## src/rtl/dt1_lsu.sv

```systemverilog
// dt1_lsu: memory-stage load/store unit.
// Takes the decoder's store/load size encodings and turns each op into one
// word-aligned request on a req/gnt/rvalid data port. Store data is
// replicated across byte lanes. Load data is sign- or zero-extended.
// Misaligned or illegal ops are answered with an error and never reach
// memory. An access that waits too long for gnt or rvalid is aborted.
module dt1_lsu #(
  parameter int TIMEOUT = 16
) (
  input  logic        clk,
  input  logic        rst_n,
  input  logic        req_valid,
  output logic        req_ready,
  input  logic [1:0]  MemWriteM,
  input  logic [2:0]  LoadSizeM,
  input  logic        is_load,
  input  logic [31:0] addr,
  input  logic [31:0] wdata,
  output logic        mem_req,
  output logic        mem_we,
  output logic [31:0] mem_addr,
  output logic [3:0]  mem_be,
  output logic [31:0] mem_wdata,
  input  logic        mem_gnt,
  input  logic        mem_rvalid,
  input  logic [31:0] mem_rdata,
  output logic        resp_valid,
  output logic [31:0] resp_rdata,
  output logic        resp_err,
  output logic        stall
);

  // The counter only has to reach TIMEOUT-1. A zero TIMEOUT turns the abort off.
  localparam int            CW    = (TIMEOUT > 1) ? $clog2(TIMEOUT) : 1;
  localparam logic [CW-1:0] LIMIT = CW'(TIMEOUT - 1);
  localparam bit            TO_EN = (TIMEOUT > 0);

  localparam logic [1:0] SZ_B = 2'd0;
  localparam logic [1:0] SZ_H = 2'd1;
  localparam logic [1:0] SZ_W = 2'd2;

  typedef enum logic [1:0] {ST_IDLE, ST_REQ, ST_WAIT, ST_RESP} state_t;

  state_t        state_r;
  logic [CW-1:0] cnt_r;
  logic [1:0]    size_r;
  logic          sign_r;
  logic [1:0]    lo_r;
  logic          req_ready_r, stall_r;
  logic          mem_req_r, mem_we_r;
  logic [31:0]   mem_addr_r, mem_wdata_r;
  logic [3:0]    mem_be_r;
  logic          resp_valid_r, resp_err_r;
  logic [31:0]   resp_rdata_r;

  logic          is_store_s, op_s, sign_s, bad_size_s, misalign_s, err_s;
  logic [1:0]    size_s;
  logic          timeout_s;
  logic [CW-1:0] cnt_step_s;

  function automatic logic [3:0] calc_be(input logic [1:0] size, input logic [1:0] lo);
    case (size)
      SZ_B:    calc_be = 4'b0001 << lo;
      SZ_H:    calc_be = lo[1] ? 4'b1100 : 4'b0011;
      default: calc_be = 4'b1111;
    endcase
  endfunction

  function automatic logic [31:0] calc_wdata(input logic [1:0] size, input logic [31:0] wd);
    case (size)
      SZ_B:    calc_wdata = {4{wd[7:0]}};
      SZ_H:    calc_wdata = {2{wd[15:0]}};
      default: calc_wdata = wd;
    endcase
  endfunction

  function automatic logic [31:0] extend_load(input logic [1:0] size, input logic sgn,
                                              input logic [1:0] lo, input logic [31:0] rd);
    logic [15:0] sh;
    sh = 16'(rd >> {lo, 3'b000});
    case (size)
      SZ_B:    extend_load = sgn ? {{24{sh[7]}}, sh[7:0]} : {24'd0, sh[7:0]};
      SZ_H:    extend_load = sgn ? {{16{sh[15]}}, sh} : {16'd0, sh};
      default: extend_load = rd;
    endcase
  endfunction

  // Decode the incoming op: access size, signedness and the error conditions.
  always_comb begin
    is_store_s = (MemWriteM != 2'b00);
    op_s       = is_store_s | is_load;
    size_s     = SZ_W;
    sign_s     = 1'b0;
    bad_size_s = 1'b0;
    if (is_store_s) begin
      case (MemWriteM)
        2'b10:   size_s = SZ_H;
        2'b11:   size_s = SZ_B;
        default: size_s = SZ_W;
      endcase
    end else begin
      case (LoadSizeM)
        3'b000:  size_s = SZ_W;
        3'b001:  begin size_s = SZ_B; sign_s = 1'b1; end
        3'b010:  size_s = SZ_B;
        3'b011:  begin size_s = SZ_H; sign_s = 1'b1; end
        3'b100:  size_s = SZ_H;
        default: bad_size_s = is_load;
      endcase
    end
    case (size_s)
      SZ_H:    misalign_s = addr[0];
      SZ_W:    misalign_s = (addr[1:0] != 2'b00);
      default: misalign_s = 1'b0;
    endcase
    err_s = (is_store_s & is_load) | bad_size_s | misalign_s;
  end

  // Timeout detection; the counter saturates so a gnt on the last allowed
  // cycle leaves WAIT exactly one cycle to see rvalid.
  always_comb begin
    timeout_s = TO_EN && (cnt_r == LIMIT);
    if (cnt_r == LIMIT) begin
      cnt_step_s = cnt_r;
    end else begin
      cnt_step_s = cnt_r + CW'(1);
    end
  end

  // Access FSM with all outputs registered alongside the state.
  always_ff @(posedge clk or negedge rst_n) begin
    if (!rst_n) begin
      state_r      <= ST_IDLE;
      cnt_r        <= '0;
      size_r       <= 2'b00;
      sign_r       <= 1'b0;
      lo_r         <= 2'b00;
      req_ready_r  <= 1'b1;
      stall_r      <= 1'b0;
      mem_req_r    <= 1'b0;
      mem_we_r     <= 1'b0;
      mem_addr_r   <= 32'd0;
      mem_be_r     <= 4'd0;
      mem_wdata_r  <= 32'd0;
      resp_valid_r <= 1'b0;
      resp_err_r   <= 1'b0;
      resp_rdata_r <= 32'd0;
    end else begin
      case (state_r)
        ST_IDLE: begin
          if (req_valid && op_s) begin
            size_r      <= size_s;
            sign_r      <= sign_s;
            lo_r        <= addr[1:0];
            mem_we_r    <= is_store_s;
            mem_addr_r  <= {addr[31:2], 2'b00};
            mem_be_r    <= calc_be(size_s, addr[1:0]);
            mem_wdata_r <= calc_wdata(size_s, wdata);
            req_ready_r <= 1'b0;
            stall_r     <= 1'b1;
            cnt_r       <= '0;
            if (err_s) begin
              state_r      <= ST_RESP;
              resp_valid_r <= 1'b1;
              resp_err_r   <= 1'b1;
            end else begin
              state_r   <= ST_REQ;
              mem_req_r <= 1'b1;
            end
          end
        end
        ST_REQ: begin
          if (mem_gnt) begin
            mem_req_r <= 1'b0;
            if (mem_we_r) begin
              state_r      <= ST_RESP;
              resp_valid_r <= 1'b1;
            end else begin
              state_r <= ST_WAIT;
              cnt_r   <= cnt_step_s;
            end
          end else if (timeout_s) begin
            mem_req_r    <= 1'b0;
            state_r      <= ST_RESP;
            resp_valid_r <= 1'b1;
            resp_err_r   <= 1'b1;
          end else begin
            cnt_r <= cnt_step_s;
          end
        end
        ST_WAIT: begin
          if (mem_rvalid) begin
            state_r      <= ST_RESP;
            resp_valid_r <= 1'b1;
            resp_rdata_r <= extend_load(size_r, sign_r, lo_r, mem_rdata);
          end else if (timeout_s) begin
            state_r      <= ST_RESP;
            resp_valid_r <= 1'b1;
            resp_err_r   <= 1'b1;
          end else begin
            cnt_r <= cnt_step_s;
          end
        end
        ST_RESP: begin
          state_r      <= ST_IDLE;
          resp_valid_r <= 1'b0;
          resp_err_r   <= 1'b0;
          resp_rdata_r <= 32'd0;
          req_ready_r  <= 1'b1;
          stall_r      <= 1'b0;
        end
        default: begin
          state_r      <= ST_IDLE;
          mem_req_r    <= 1'b0;
          resp_valid_r <= 1'b0;
          resp_err_r   <= 1'b0;
          resp_rdata_r <= 32'd0;
          req_ready_r  <= 1'b1;
          stall_r      <= 1'b0;
        end
      endcase
    end
  end

  assign req_ready  = req_ready_r;
  assign stall      = stall_r;
  assign mem_req    = mem_req_r;
  assign mem_we     = mem_we_r;
  assign mem_addr   = mem_addr_r;
  assign mem_be     = mem_be_r;
  assign mem_wdata  = mem_wdata_r;
  assign resp_valid = resp_valid_r;
  assign resp_err   = resp_err_r;
  assign resp_rdata = resp_rdata_r;

endmodule
```

## config.mk

```make
export PLATFORM = sky130hd
export DESIGN_NAME = dt1_lsu
export DESIGN_NICKNAME = d
export VERILOG_FILES = /design/src/rtl/dt1_lsu.sv
export SDC_FILE = /design/constraint.sdc
export NUM_CORES = 1
export LEC_CHECK = 0
export CAP_MARGIN = 20
export CORE_MARGIN = 8
export CORE_UTILIZATION = 25
export CTS_CLUSTER_DIAMETER = 60
export DETAILED_ROUTE_END_ITERATION = 8
export GPL_TIMING_DRIVEN = 0
export PLACE_DENSITY = 0.51
export SYNTH_ARGS = -nofsm -noshare
export SYNTH_HDL_FRONTEND = slang
export SYNTH_SLANG_ARGS = --single-unit
export TNS_END_PERCENT = 5
```

## constraint.sdc

```tcl
create_clock -name clk -period 4.2 [get_ports clk]
set_input_delay 0.42 -clock clk [delete_from_list [all_inputs] [get_ports clk]]
set_output_delay 0.42 -clock clk [all_outputs]
set_load 0.01 [all_outputs]
```

==> results of run 1 <==
state kept, by name, indices dropped and copies added (netlist names):
signal,count
stall,1
size_r,2
resp_err,1
mem_addr,30
mem_wdata,32
resp_valid,1
req_ready,1
state_r,2
cnt_r,4
lo_r,2
mem_req,1
mem_we,1
mem_be,4
resp_rdata,32
sign_r,1
worst max-delay path, cell delays in order:
cell and delay (ns):
clkdlybuf4s50_1 0.47, o21a_1 0.24, o31ai_1 0.51, ha_1 0.26, clkbuf_1 0.40, nor2_1 0.12
buf_1 0.38, mux2i_1 0.27, o21ai_0 0.09
stage by stage:
step                      util (%)  cell area (sq um)
final                         39.3               8500
after global placement        36.5               7900
after global routing          39.3               8500
after CTS                     39.3               8500
after detailed placement      36.7               7930
after floorplan                  -               5450
power groups by stage:
stage                     combinational [mW]  clock [mW]  sequential [mW]
after floorplan                         1.13           0             2.08
after global placement                  2.75           0             1.89
after detailed placement                2.79           0             1.91
after CTS                               2.80        1.42             1.90
after global routing                    3.00        1.47             1.96
final                                   2.75        1.38             1.89
worst paths after layout:
kind                                           start                          to  depth (start not counted)
min reg2reg                resp_rdata[0]$_DFFE_PN0P_   resp_rdata[0]$_DFFE_PN0P_                          2
min                                            rst_n    mem_addr[24]$_DFFE_PN0P_                          2
min in group clk           resp_rdata[0]$_DFFE_PN0P_   resp_rdata[0]$_DFFE_PN0P_                          2
max reg2reg                   state_r[1]$_DFFE_PN0N_        cnt_r[1]$_DFFE_PN0P_                          8
max in group asynchronous                      rst_n  resp_rdata[14]$_DFFE_PN0P_                          3
max                                     LoadSizeM[0]   mem_wdata[17]$_DFFE_PN0P_                          9
metal layers:
layer | GRT usage [%] | vias to the layer above | part of all wire (%)
li1 | - | 2274 | -
met1 | 16.8 | 2386 | 42
met2 | 23.9 | 184 | 48
met3 | 6.85 | 19 | 9.4
met4 | 3.72 | 0 | 0.90
met5 | 0 | - | 0
repair_timing:
action,CTS,global route
setup buffers,0,0
hold buffers,1,0
endpoints found under the hold margin,27,0
logic make-up after synthesis:
group,after synthesis
AOI/OAI and AO/OA,152
and+or+nand+nor,116
DFF,115
muxes,60
buffers and inverters,46
adders and majority gates,10
other,1
synthesized netlist by cell type, drive strengths merged, types with 2 or more instances:
library cell	instances	area share (%)
dfrtp	114	52
nand2	70	4.8
o21ai	50	4.6
mux2	40	8.3
a21oi	26	2.6
buf	20	2.1
mux2i	19	3.5
nor2	18	1.2
a221o	16	2.9
a22oi	16	2.3
clkbuf	13	0.90
inv	13	0.90
a22o	10	1.6
ha	10	2.3
nand2b	8	0.97
o211a	7	1.3
nor3	6	0.55
o221ai	6	0.97
nand3	5	0.46
nor2b	3	0.34
o31ai	3	0.41
a211oi	2	0.28
and3	2	0.23
nand3b	2	0.28
o21a	2	0.28
o21bai	2	0.28
cell type report:
type,count,area [sq um]
flip-flops and latches,115,2880
repair buffers,212,2140
clock inverters,8,78.8
fillers,2112,13100
well taps,280,350
clock buffers,22,484
multi-input cells,340,2360
inverters,13,48.8
plain buffers,33,165
==> impl_metrics.ini, run 1 <==
[status]
status = completed

[sta]
relSlewSlack_pct = 46.4
fin_setup_tns_ns = 0
finalSetupViolations = 0
max_freq_mhz = 345
worst_hold_slack_ns = 0.446
rsz0062_at_grt = false
slew_viol_final = 0
worstMarginPinSlew_ns = 0.804
fin_skew_ns = 0.0114
setup_slack_ns = 1.30
hold_viol_final = 0
period_share_pct = 69.1
min_period_ns = 2.90

[floorplan]
fp.dieW_microns = 164
fp.coreArea_sq_um = 21600
ios = 213
die_area_sq_um = 26800
start_util_pct = 25.2
die_y_microns = 164
rows = 54

[pwr]
seq_power_share_pct = 31.4
power.leakage_nw = 3.67
sw_frac_of_total_pct = 35.0
clockPowerShare_pct = 22.9
fin_total_pwr_mw = 6.03
power.switching_mw = 2.11
power.density_nw_per_um2 = 709
p_int_mw = 3.92
ir_drop_uv = 290
combPwrFrac_pct = 45.6

[clock_network]
clockRootBuffer = clkbuf_16
clk-insertion-delay-late_ns = 0.41
tritoncts = done
clk_pin_slew_ns = 0.06
cts_made_buffers = 17
cts_resized = 0
cts.sinks = 115
htree_num_levels = 4
cts_buffer_depth = 2

[yosys]
synth_fa_ha_area_share_pct = 2.30
yosys_warnings = 0
async_flop_share_pct = 100
synth_compound_area_share_pct = 19.5
netlist_area_sq_um = 5450
yosys.area_share.simple_pct = 9.17
ys.flop_type = dfrtp_1
syn_area_per_cell_sq_um = 10.9
ys_ff_latch = 115
ys_seq_area_share_pct = 52.9
synth_mux_area_share_pct = 12.2
synth-xor-area-share_pct = 0
synthDistinctLibCells = 49
synthesis.instances = 500
synth_top_family_by_area = compound AO/OA/AOI/OAI gates
synth_edf_count = 0

[drt]
ant_nets = 0
via_count = 4863
drtPass1Iterations = 5
viasPerCell = 4.75
drc_errors = 0
drt-total-wl_mm = 19.4
wl_per_cell_microns = 19.0
drt_iter0_drc = 358

[final_layout]
final_cell_mix = clkdlybuf4s50_1, dfrtp_1, nand2_1
nNetsFinal = 849
synthToLayoutAreaGrowth_pct = 56.2
layout_commonest_cell = clkdlybuf4s50_1
layout-drive-gt1-share_pct = 12.8
num_antenna_cells = 0
final_cells = 1023

[critical_path]
start_kind = input port
endpoint_kind = flop
crit_required_ns = 4.47
crit_arrival_ns = 3.17
cp_max_fo = 10
critPathKind = input port to flop
r2r_slack_ns = 1.95

[global_route]
grt_pass1_vias = 5196
overflow = 0
grt_first_pass_wirelength_mm = 30.0
grtUsageTotal_pct = 14.5
antenna_found_initial = 1
grt_max_degree = 88

[placed_design]
place_inst = 992
io_buffers = 210
hpwl_mm = 15.0
place_congestion = 0.837
dp_worst_setup_slack_ns = 0.813

[worst_hold_path]
hold_path_class = input port to asynchronous set/reset pin

[job]
cap_violations = 0
Note: power is estimated with default switching activity, not from simulation.
==> run 2: changes to the inputs <==
- PLACE_DENSITY: 0.51 -> 0.53
- clock period: 4.2 -> 2.38 ns (I/O delays scaled with it)
==> run 2 against run 1 <==
Effect of this change: first-iteration DRC count is 28% lower; clock-buffer cell count decreased by 1; critical path type unchanged; die area unchanged; global-route usage grew 0.058 points; largest cell class unchanged.
==> impl_metrics.ini, run 2 (synthesis results as in run 1) <==
[status]
status = completed

[critical_path]
endpoint_kind = flop
rr_endpoint = mem_addr[10]$_DFFE_PN0P_
cp_max_fo = 10
crit_required_ns = 2.65
start_kind = input port
critPathKind = input port to flop
crit_arrival_ns = 2.50
reg2regPathDepth = 7
r2r_start = state_r[1]$_DFFE_PN0N_
r2r_slack_ns = 0.21

[floorplan]
die_area_sq_um = 26800
ios = 213
fp.dieW_microns = 164
fp.coreArea_sq_um = 21600
start_util_pct = 25.2
die_y_microns = 164
rows = 54

[sta]
period_share_pct = 93.9
slew_viol_final = 0
relSlewSlack_pct = 64.4
fin_skew_ns = 0.00848
rsz0062_at_grt = true
finalSetupViolations = 0
max_freq_mhz = 447
hold_viol_final = 0
setup_slack_ns = 0.145
min_period_ns = 2.23
worstMarginPinSlew_ns = 0.534

[final_layout]
nNetsFinal = 848
layout_commonest_cell = clkdlybuf4s50_1
synthToLayoutAreaGrowth_pct = 56.0
num_antenna_cells = 0
layout-drive-gt1-share_pct = 13.6
final_cells = 1021
final_cell_mix = clkdlybuf4s50_1, dfrtp_1, nand2_1

[clock_network]
cts.sinks = 115
tritoncts = done
cts_buffer_depth = 2
clk-insertion-delay-late_ns = 0.41
clockRootBuffer = clkbuf_16
clk_pin_slew_ns = 0.05
htree_num_levels = 4
cts_made_buffers = 17

[pwr]
p_int_mw = 6.78
power.density_nw_per_um2 = 1240
power.switching_mw = 3.72
combPwrFrac_pct = 46.3
seq_power_share_pct = 31.9
ir_drop_uv = 480
clockPowerShare_pct = 21.8
sw_frac_of_total_pct = 35.4
power.leakage_nw = 3.67

[drt]
viasPerCell = 4.69
via_count = 4787
drc_errors = 0
drtPass1Iterations = 4
drt_iter0_drc = 258
drt-total-wl_mm = 19.4
ant_nets = 0
wl_per_cell_microns = 19.0

[global_route]
grt_first_pass_wirelength_mm = 30.1
grt_max_degree = 65
antenna_found_initial = 0
grt_pass1_vias = 5204
overflow = 0
grtUsageTotal_pct = 14.6

[placed_design]
place_inst = 992
hpwl_mm = 15.0
io_buffers = 210
dp_worst_setup_slack_ns = -0.894
place_congestion = 0.875

[worst_hold_path]
hold_path_class = input port to asynchronous set/reset pin

[job]
cap_violations = 0
[run 2: cell types whose count changed in the layout (fill, tap and decap cells not counted)]
| cell | previous run | this run |
|---|---|---|
| buf_1 | 3 | 1 |
| buf_2 | 12 | 14 |
| nor3_1 | 6 | 4 |
| nor3_2 | 0 | 2 |
| bufinv_16 | 1 | 0 |
| clkbuf_1 | 14 | 13 |
| clkbuf_8 | 4 | 3 |
| clkinv_4 | 1 | 2 |
| ha_1 | 10 | 9 |
| ha_2 | 0 | 1 |
| o21bai_1 | 2 | 1 |
| o21bai_2 | 0 | 1 |
| o31ai_1 | 3 | 2 |
| o31ai_4 | 0 | 1 |
[run 2: final cells by class]
| cell class | instances | area, sq um |
|---|---|---|
| Buffer | 32 | 164 |
| Clock buffer | 21 | 470 |
| Clock inverter | 8 | 57.6 |
| Fill cell | 2106 | 13100 |
| Inverter | 13 | 48.8 |
| Multi-Input combinational cell | 340 | 2390 |
| Sequential cell | 115 | 2880 |
| Tap cell | 280 | 350 |
| Timing Repair Buffer | 212 | 2140 |
[run 2: timing repair]
| action | CTS | global route |
|---|---|---|
| endpoints found under the hold margin | 51 | 0 |
| setup buffers | 0 | 0 |
| resized for setup | 4 | 4 |
| setup endpoints to repair | 29 | 42 |
| hold buffers | 1 | 0 |
| cloned | 0 | 0 |
| pin swaps | 0 | 0 |
[run 2: worst max path at each step]
stage                       startpoint                          to  slack (ns)  depth (start not counted)
final                     LoadSizeM[0]       mem_be[3]$_DFFE_PN0P_        0.15                         10
after global routing      LoadSizeM[0]      resp_valid$_DFFE_PN0P_       -0.02                         11
after CTS                 LoadSizeM[0]      resp_valid$_DFFE_PN0P_        0.04                         11
after detailed placement  LoadSizeM[0]   mem_wdata[25]$_DFFE_PN0P_       -0.89                          9
after global placement           rst_n  resp_rdata[27]$_DFFE_PN0P_       -3.52                          1
after floorplan           LoadSizeM[0]   mem_wdata[16]$_DFFE_PN0P_        0.41                          9
[run 2: power by group through the flow]
| stage | Clock, mW | Sequential, mW | Combinational [mW] |
|---|---|---|---|
| 4_1_cts | 2.36 | 3.36 | 4.94 |
| 3_5_place_dp | 0 | 3.37 | 4.91 |
| 3_3_place_gp | 0 | 3.33 | 4.85 |
| 6_report | 2.29 | 3.35 | 4.86 |
| 5_1_grt | 2.46 | 3.47 | 5.30 |
| 2_1_floorplan | 0 | 3.67 | 1.99 |
[run 2: through the flow]
step                      hold WS, ns  total power, mW  instance area [sq um]  util [%]  TNS (ns)
after floorplan               -0.0576             5.66                   5450         -         0
after global placement          0.459             8.19                   7900      36.5   -422.45
after detailed placement        0.230             8.28                   7930      36.7    -22.53
after CTS                       0.359             10.7                   8470      39.2         0
after global routing            0.374             11.2                   8500      39.3   -0.0424
final                           0.346             10.5                   8500      39.3         0
[run 2: worst max-delay path, cell delays in order]
cell and delay, ns:
clkdlybuf4s50_1 0.53, o21a_1 0.25, nor2_1 0.09, o21bai_2 0.23, inv_1 0.07, ha_1 0.24, clkbuf_1 0.26, or2_2 0.36
a21oi_1 0.14, o21ai_0 0.09
[run 2: routing by layer]
layer	part of all wire (%)	up-vias	track usage (%)
li1	-	2275	-
met1	41	2327	16.9
met2	49	162	24.2
met3	8.6	23	6.22
met4	1.4	0	4.42
met5	0	-	0
